<file path="config.mk">
export PLATFORM = sky130hd
export DESIGN_NAME = pixel_stream_reader
export DESIGN_NICKNAME = d
export VERILOG_FILES = /design/src/rtl/pixel_stream_reader.sv
export SDC_FILE = /design/constraint.sdc
export NUM_CORES = 1
export LEC_CHECK = 0
export BUFFER_PORTS_ARGS = -buffer_cell sky130_fd_sc_hd__buf_2
export CORE_MARGIN = 5
export CORE_UTILIZATION = 49
export CTS_CLUSTER_DIAMETER = 60
export DETAILED_ROUTE_END_ITERATION = 8
export PLACE_DENSITY = 0.75
export REMOVE_ABC_BUFFERS = 1
export SLEW_MARGIN = 20
export SYNTH_ARGS = -nofsm -noshare
export SYNTH_HDL_FRONTEND = slang
export SYNTH_SLANG_ARGS = --single-unit
export TNS_END_PERCENT = 100
</file>
<file path="constraint.sdc">
create_clock -name clk -period 2.9 [get_ports clk]
set_input_delay 0.145 -clock clk [delete_from_list [all_inputs] [get_ports clk]]
set_output_delay 0.145 -clock clk [all_outputs]
set_load 0.05 [all_outputs]
</file>
<file path="src/rtl/pixel_stream_reader.sv">
// Raster pixel fetcher: reads LANES-wide beats from frame memory, applies a per-frame point op.
// Optional BMP_BOTTOM_UP_EN fetches rows bottom-up; timing is identical in both builds.
module pixel_stream_reader #(
  parameter int IMAGE_WIDTH  = 768,
  parameter int IMAGE_HEIGHT = 512,
  parameter int PIXEL_WIDTH  = 8,
  parameter int LANES        = 2,
  parameter int START_DELAY  = 100,
  parameter int HSYNC_DELAY  = 160,
  parameter int THRESHOLD    = 90,
  parameter int BRIGHTNESS   = 50,
  parameter int ADDR_WIDTH   = 18
) (
  input  logic                               clk,
  input  logic                               reset,
  input  logic                               start,
  input  logic [1:0]                         mode,
  output logic                               mem_rd_en,
  output logic [ADDR_WIDTH-1:0]              mem_addr,
  input  logic [3*LANES*PIXEL_WIDTH-1:0]     mem_rd_data,
  input  logic                               mem_rd_valid,
  output logic [LANES*PIXEL_WIDTH-1:0]       data_R,
  output logic [LANES*PIXEL_WIDTH-1:0]       data_G,
  output logic [LANES*PIXEL_WIDTH-1:0]       data_B,
  output logic                               vertical_Pulse,
  output logic                               horizontal_Pulse,
  output logic                               done_Flag
);

  localparam int PW      = PIXEL_WIDTH;
  localparam int BEATS   = IMAGE_WIDTH / LANES;
  localparam int CNT_MAX = (START_DELAY > HSYNC_DELAY) ? START_DELAY : HSYNC_DELAY;
  localparam int CW      = $clog2(CNT_MAX + 1);
  localparam int RW      = $clog2(IMAGE_HEIGHT + 1);
  localparam int CLW     = $clog2(BEATS + 1);
  localparam int SW      = PW + 2;
  localparam logic [PW-1:0] PMAX = '1;

  typedef enum logic [2:0] {S_IDLE, S_VSYNC, S_REQ, S_WAIT, S_HSYNC, S_DONE} state_t;

  state_t                  state_q, state_d;
  logic [CW-1:0]           cnt_q, cnt_d;
  logic [RW-1:0]           row_q, row_d, row_eff;
  logic [CLW-1:0]          col_q, col_d;
  logic [1:0]              mode_q, mode_d;
  logic                    vpulse_q, vpulse_d, hpulse_q, hpulse_d, done_q, done_d;
  logic [LANES*PW-1:0]     r_q, r_d, g_q, g_d, b_q, b_d;
  logic [LANES*PW-1:0]     proc_r, proc_g, proc_b;

  // Returns {b,g,r} after the selected point operation.
  function automatic logic [3*PW-1:0] point_op(input logic [1:0] m, input logic [PW-1:0] r,
                                               input logic [PW-1:0] g, input logic [PW-1:0] b);
    logic [SW-1:0] sum;
    logic [PW:0]   br, bg, bb;
    sum = SW'(r) + SW'(g) + SW'(b);
    br  = {1'b0, r} + (PW+1)'(BRIGHTNESS);
    bg  = {1'b0, g} + (PW+1)'(BRIGHTNESS);
    bb  = {1'b0, b} + (PW+1)'(BRIGHTNESS);
    case (m)
      2'd1:    point_op = (sum > SW'(3*THRESHOLD)) ? {PMAX, PMAX, PMAX} : '0;
      2'd2:    point_op = {bb[PW] ? PMAX : bb[PW-1:0], bg[PW] ? PMAX : bg[PW-1:0],
                           br[PW] ? PMAX : br[PW-1:0]};
      2'd3:    point_op = {~b, ~g, ~r};
      default: point_op = {b, g, r};
    endcase
  endfunction

  for (genvar l = 0; l < LANES; l++) begin : g_lane
    assign {proc_b[l*PW +: PW], proc_g[l*PW +: PW], proc_r[l*PW +: PW]} =
      point_op(mode_q, mem_rd_data[l*3*PW +: PW], mem_rd_data[l*3*PW+PW +: PW],
               mem_rd_data[l*3*PW+2*PW +: PW]);
  end

`ifdef BMP_BOTTOM_UP_EN
  assign row_eff = RW'(IMAGE_HEIGHT - 1) - row_q;
`else
  assign row_eff = row_q;
`endif

  assign mem_rd_en = (state_q == S_REQ);
  assign mem_addr  = mem_rd_en ? (ADDR_WIDTH'(row_eff) * ADDR_WIDTH'(BEATS) + ADDR_WIDTH'(col_q))
                               : '0;

  always_comb begin
    state_d  = state_q;
    cnt_d    = cnt_q;
    row_d    = row_q;
    col_d    = col_q;
    mode_d   = mode_q;
    done_d   = done_q;
    vpulse_d = 1'b0;
    hpulse_d = 1'b0;
    r_d      = r_q;
    g_d      = g_q;
    b_d      = b_q;
    case (state_q)
      S_IDLE, S_DONE: begin
        if (start) begin
          mode_d   = mode;
          done_d   = 1'b0;
          row_d    = '0;
          col_d    = '0;
          vpulse_d = 1'b1;
          cnt_d    = CW'(START_DELAY - 1);
          state_d  = S_VSYNC;
        end
      end
      S_VSYNC, S_HSYNC: begin
        if (cnt_q == '0) state_d = S_REQ;
        else             cnt_d   = cnt_q - CW'(1);
      end
      S_REQ: state_d = S_WAIT;
      S_WAIT: begin
        if (mem_rd_valid) begin
          hpulse_d = 1'b1;
          r_d      = proc_r;
          g_d      = proc_g;
          b_d      = proc_b;
          if (col_q == CLW'(BEATS - 1)) begin
            col_d = '0;
            if (row_q == RW'(IMAGE_HEIGHT - 1)) begin
              done_d  = 1'b1;
              state_d = S_DONE;
            end else begin
              row_d   = row_q + RW'(1);
              cnt_d   = CW'(HSYNC_DELAY - 1);
              state_d = S_HSYNC;
            end
          end else begin
            col_d   = col_q + CLW'(1);
            state_d = S_REQ;
          end
        end
      end
      default: state_d = S_IDLE;
    endcase
  end

  always_ff @(posedge clk) begin
    if (reset) begin
      state_q  <= S_IDLE;
      cnt_q    <= '0;
      row_q    <= '0;
      col_q    <= '0;
      mode_q   <= '0;
      vpulse_q <= 1'b0;
      hpulse_q <= 1'b0;
      done_q   <= 1'b0;
      r_q      <= '0;
      g_q      <= '0;
      b_q      <= '0;
    end else begin
      state_q  <= state_d;
      cnt_q    <= cnt_d;
      row_q    <= row_d;
      col_q    <= col_d;
      mode_q   <= mode_d;
      vpulse_q <= vpulse_d;
      hpulse_q <= hpulse_d;
      done_q   <= done_d;
      r_q      <= r_d;
      g_q      <= g_d;
      b_q      <= b_d;
    end
  end

  assign data_R           = r_q;
  assign data_G           = g_q;
  assign data_B           = b_q;
  assign vertical_Pulse   = vpulse_q;
  assign horizontal_Pulse = hpulse_q;
  assign done_Flag        = done_q;

endmodule
</file>
==> results.yml <==
clock_tree:
  clkTransAtPathRegs_ns: 0.07
  cts_tree: "built"
  cts.path.max_buffers: 2
  cts_buffers: 9
  root_buffer: "clkbuf_16"
  htree_levels: 3
  clk_latency_ns: 0.35
  postCtsHoldBufs: 0
  cts_sinks: 83
place:
  io_buffers: 123
  dpl.cell_count: 1228
  dpl.hpwl_microns: 14400
  placed_area_sq_um: 7820
  place_congestion: 0.967
sta:
  drv_slew: 0
  fin_tns_setup_ns: -0.286
  worst_pin_slew_ns: 0.697
  post-route-period-util: 1.06
  setup_ws_ns: -0.181
  finalClockSkew_ns: 0.00940
  final_hold_viol_count: 0
  slew_headroom: 0.534
  final-setup-viol-count: 3
  fmax_mhz: 325
  fin_crit_ns: 3.08
  rsz0062_at_grt: "true"
logic_synthesis:
  synthCells: 903
  synth_seq_cells: 83
  async_flop_share: 0
  synth_ff_type: "dfxtp_1"
  yosys_warnings: 0
  netlist_area_sq_um: 6600
  synth_area_per_cell_sq_um: 7.31
  netlist.area_leader.share: 0.252
  synth_cell_types: 63
  synth.most_common_cell: "nor2_1"
  synth_edf_count: 0
  synth.area.top_cells: "dfxtp_1 (25%), a21oi_1 (7.0%), ha_1 (6.6%)"
  synth_commonest_cells: "nor2_1 (98), a21oi_1 (92), nand2_1 (85), dfxtp_1 (83), o21ai_0 (77)"
  ys_seq_area_frac: 0.252
  synth_largest_area_cell: "dfxtp_1"
critical_path:
  ff2ff_path_depth: 7
  cp_cell_sequence: "ha_4, fa_2, a21oi_4, o21bai_1, xor2_1, nand4_1, nand3b_1, or3_1, a21oi_2, buf_6"
  cp-start-kind: "flop"
  crit_fanout: 4
  reg2reg_setup_slack_ns: 0.60
  worstPathRequired_ns: 2.76
  cp_top_family: "simple AND/OR/NAND/NOR gates"
  rr_startpoint: "col_q[0]"
  cp_num_cells: 10
  cp_slowest_stage_delay_ns: 0.41
  arrival_ns: 2.94
  cp_num_buf_inv: 1
  endpoint_kind: "output port"
  rr_endpoint: "row_eff[7]"
  critPathSlowestCell: "or3_1"
  crit_type: "flop to output port"
min_path:
  worstHoldStart: "mode[0]"
  min_path_type: "input port to flop"
  hold_path_end: "mode_q[0]"
  holdPathStages: 3
layout:
  n_antenna_cell: 0
  drive_above_1_share: 0.249
  syn_to_final_growth_pct: 28.8
  n_fill_cell: 1209
  stdcell_area_sq_um: 8500
  utilization: 0.642
  nNetsFinal: 1187
  layout.cells.non_filler: 1259
drt:
  num_vias: 7439
  routedWlPerCell_microns: 15.9
  drtAntennaViolNets: 0
  wirelength_microns: 20000
  drt_first_iter_violations: 594
  drc: 0
  first_pass_iters: 5
  vias_per_cell: 5.91
die:
  core_sq_um: 13200
  die_width_microns: 126
  num_rows: 42
  start_util: 0.498
  die-area_sq_um: 15900
  die_y_microns: 126
  io_pins: 124
run_status:
  status: "finished, violations left"
  violations: "negative setup slack"
global_routing:
  grt_pass1_wl_microns: 31900
  grt_max_degree: 45
  grt_pass1_vias: 6596
  overflow: 0
  grt_usage: 0.238
  antenna_found_initial: 0
pwr:
  powerDensity_nw_per_um2: 526
  p_leak_nw: 3.67
  p_total_mw: 4.47
  vdd_ir_drop_max_mv: 0.260
flow_run:
  maxCapViolations: 0
## sequential cells by signal, indices dropped and copies added (netlist names)
register	cells
horizontal_Pulse	1
data_B	16
state_q	3
row_eff	10
cnt_q	8
vertical_Pulse	1
mode_q	2
data_G	16
col_q	9
data_R	16
done_Flag	1
## logic make-up after synthesis
| group | count (synthesis) | synth area share |
|---|---|---|
| buf+inv | 107 | 0.0622 |
| xor+xnor | 29 | 0.0385 |
| simple gates | 335 | 0.240 |
| flops | 83 | 0.252 |
| mux | 5 | 0.00758 |
| compound gates | 289 | 0.273 |
| fa+ha+maj | 55 | 0.127 |
## cell type report
| cell class | count | area, sq um | area share |
|---|---|---|---|
| Multi-Input combinational cell | 713 | 4780 | 0.562 |
| Sequential cell | 83 | 1670 | 0.196 |
| Timing Repair Buffer | 211 | 1310 | 0.154 |
| Clock buffer | 10 | 229 | 0.0269 |
| Inverter | 60 | 225 | 0.0265 |
| Tap cell | 176 | 220 | 0.0259 |
| Clock inverter | 6 | 72.6 | 0.00853 |
## worst register-to-register path: cells and delay by family (launching register included)
family	cells	cell delay, ns
AOI/OAI and AO/OA	1	0.44
and+or+nand+nor	4	0.92
xor gates and xnor gates	1	0.13
adders and majority gates	1	0.26
DFF	1	0.42
## layer usage
layer  up-vias  share of wire  track usage
met5         -              0            0
met4         0          0.021       0.0732
met3        36          0.085       0.0529
met2       330           0.47        0.378
met1      3457           0.42        0.324
li1       3616              -            -
## per-stage QoR
step | setup slack (ns) | hold WS (ns)
floorplan | -0.756 | 0.214
global placement | -0.402 | 0.414
detailed placement | -0.616 | 0.420
CTS | -0.114 | 0.0533
global route | -0.360 | 0.0760
finish | -0.181 | 0.0649
## how the worst max path moves through the flow
stage	from	end
2_1_floorplan	mem_rd_data[25]	data_R[8]
3_5_place_dp	mem_rd_data[33]	data_B[11]
5_1_grt	row_eff[1]	mem_addr[17]
3_3_place_gp	mem_rd_data[33]	data_R[13]
4_1_cts	row_eff[1]	mem_addr[17]
6_report	row_eff[1]	mem_addr[17]
## layout by cell type (no fill, tap or decap), types with 7 or more instances in the layout
cell type  synthesis  routed
xnor2_1           14      12
a211o_1           12      12
nand3_1           35      34
inv_1             59      58
nor3_1            36      34
a21oi_1           92      88
a31oi_1           13      13
ha_1              35      31
buf_4              0      85
o22ai_1            9       9
clkbuf_16          0       9
nor4_1             9       9
o221ai_1          10       9
a211oi_1          17      13
buf_2              7     119
fa_1              20      19
o21ai_0           77      76
nand4_1           10      10
o31ai_1           10       9
and3_1            10      10
dfxtp_1           83      80
nand2_1           85      83
nand2b_1          13      12
buf_6              0       7
nor2_1            98      97
xor2_1            15      14
## power by group
part	switching [mW]	internal, mW
Combinational	1.22	0.731
Clock	0.508	0.677
Sequential	0.0997	1.24
Total	1.82	2.65
## timing repair
item | CTS | global route
setup buffers | 7 | 8
endpoints found under the setup margin | 26 | 40
gates resized for setup | 22 | 34
pin swaps | 6 | 17
No activity file was read; power rests on OpenSTA's default activity.
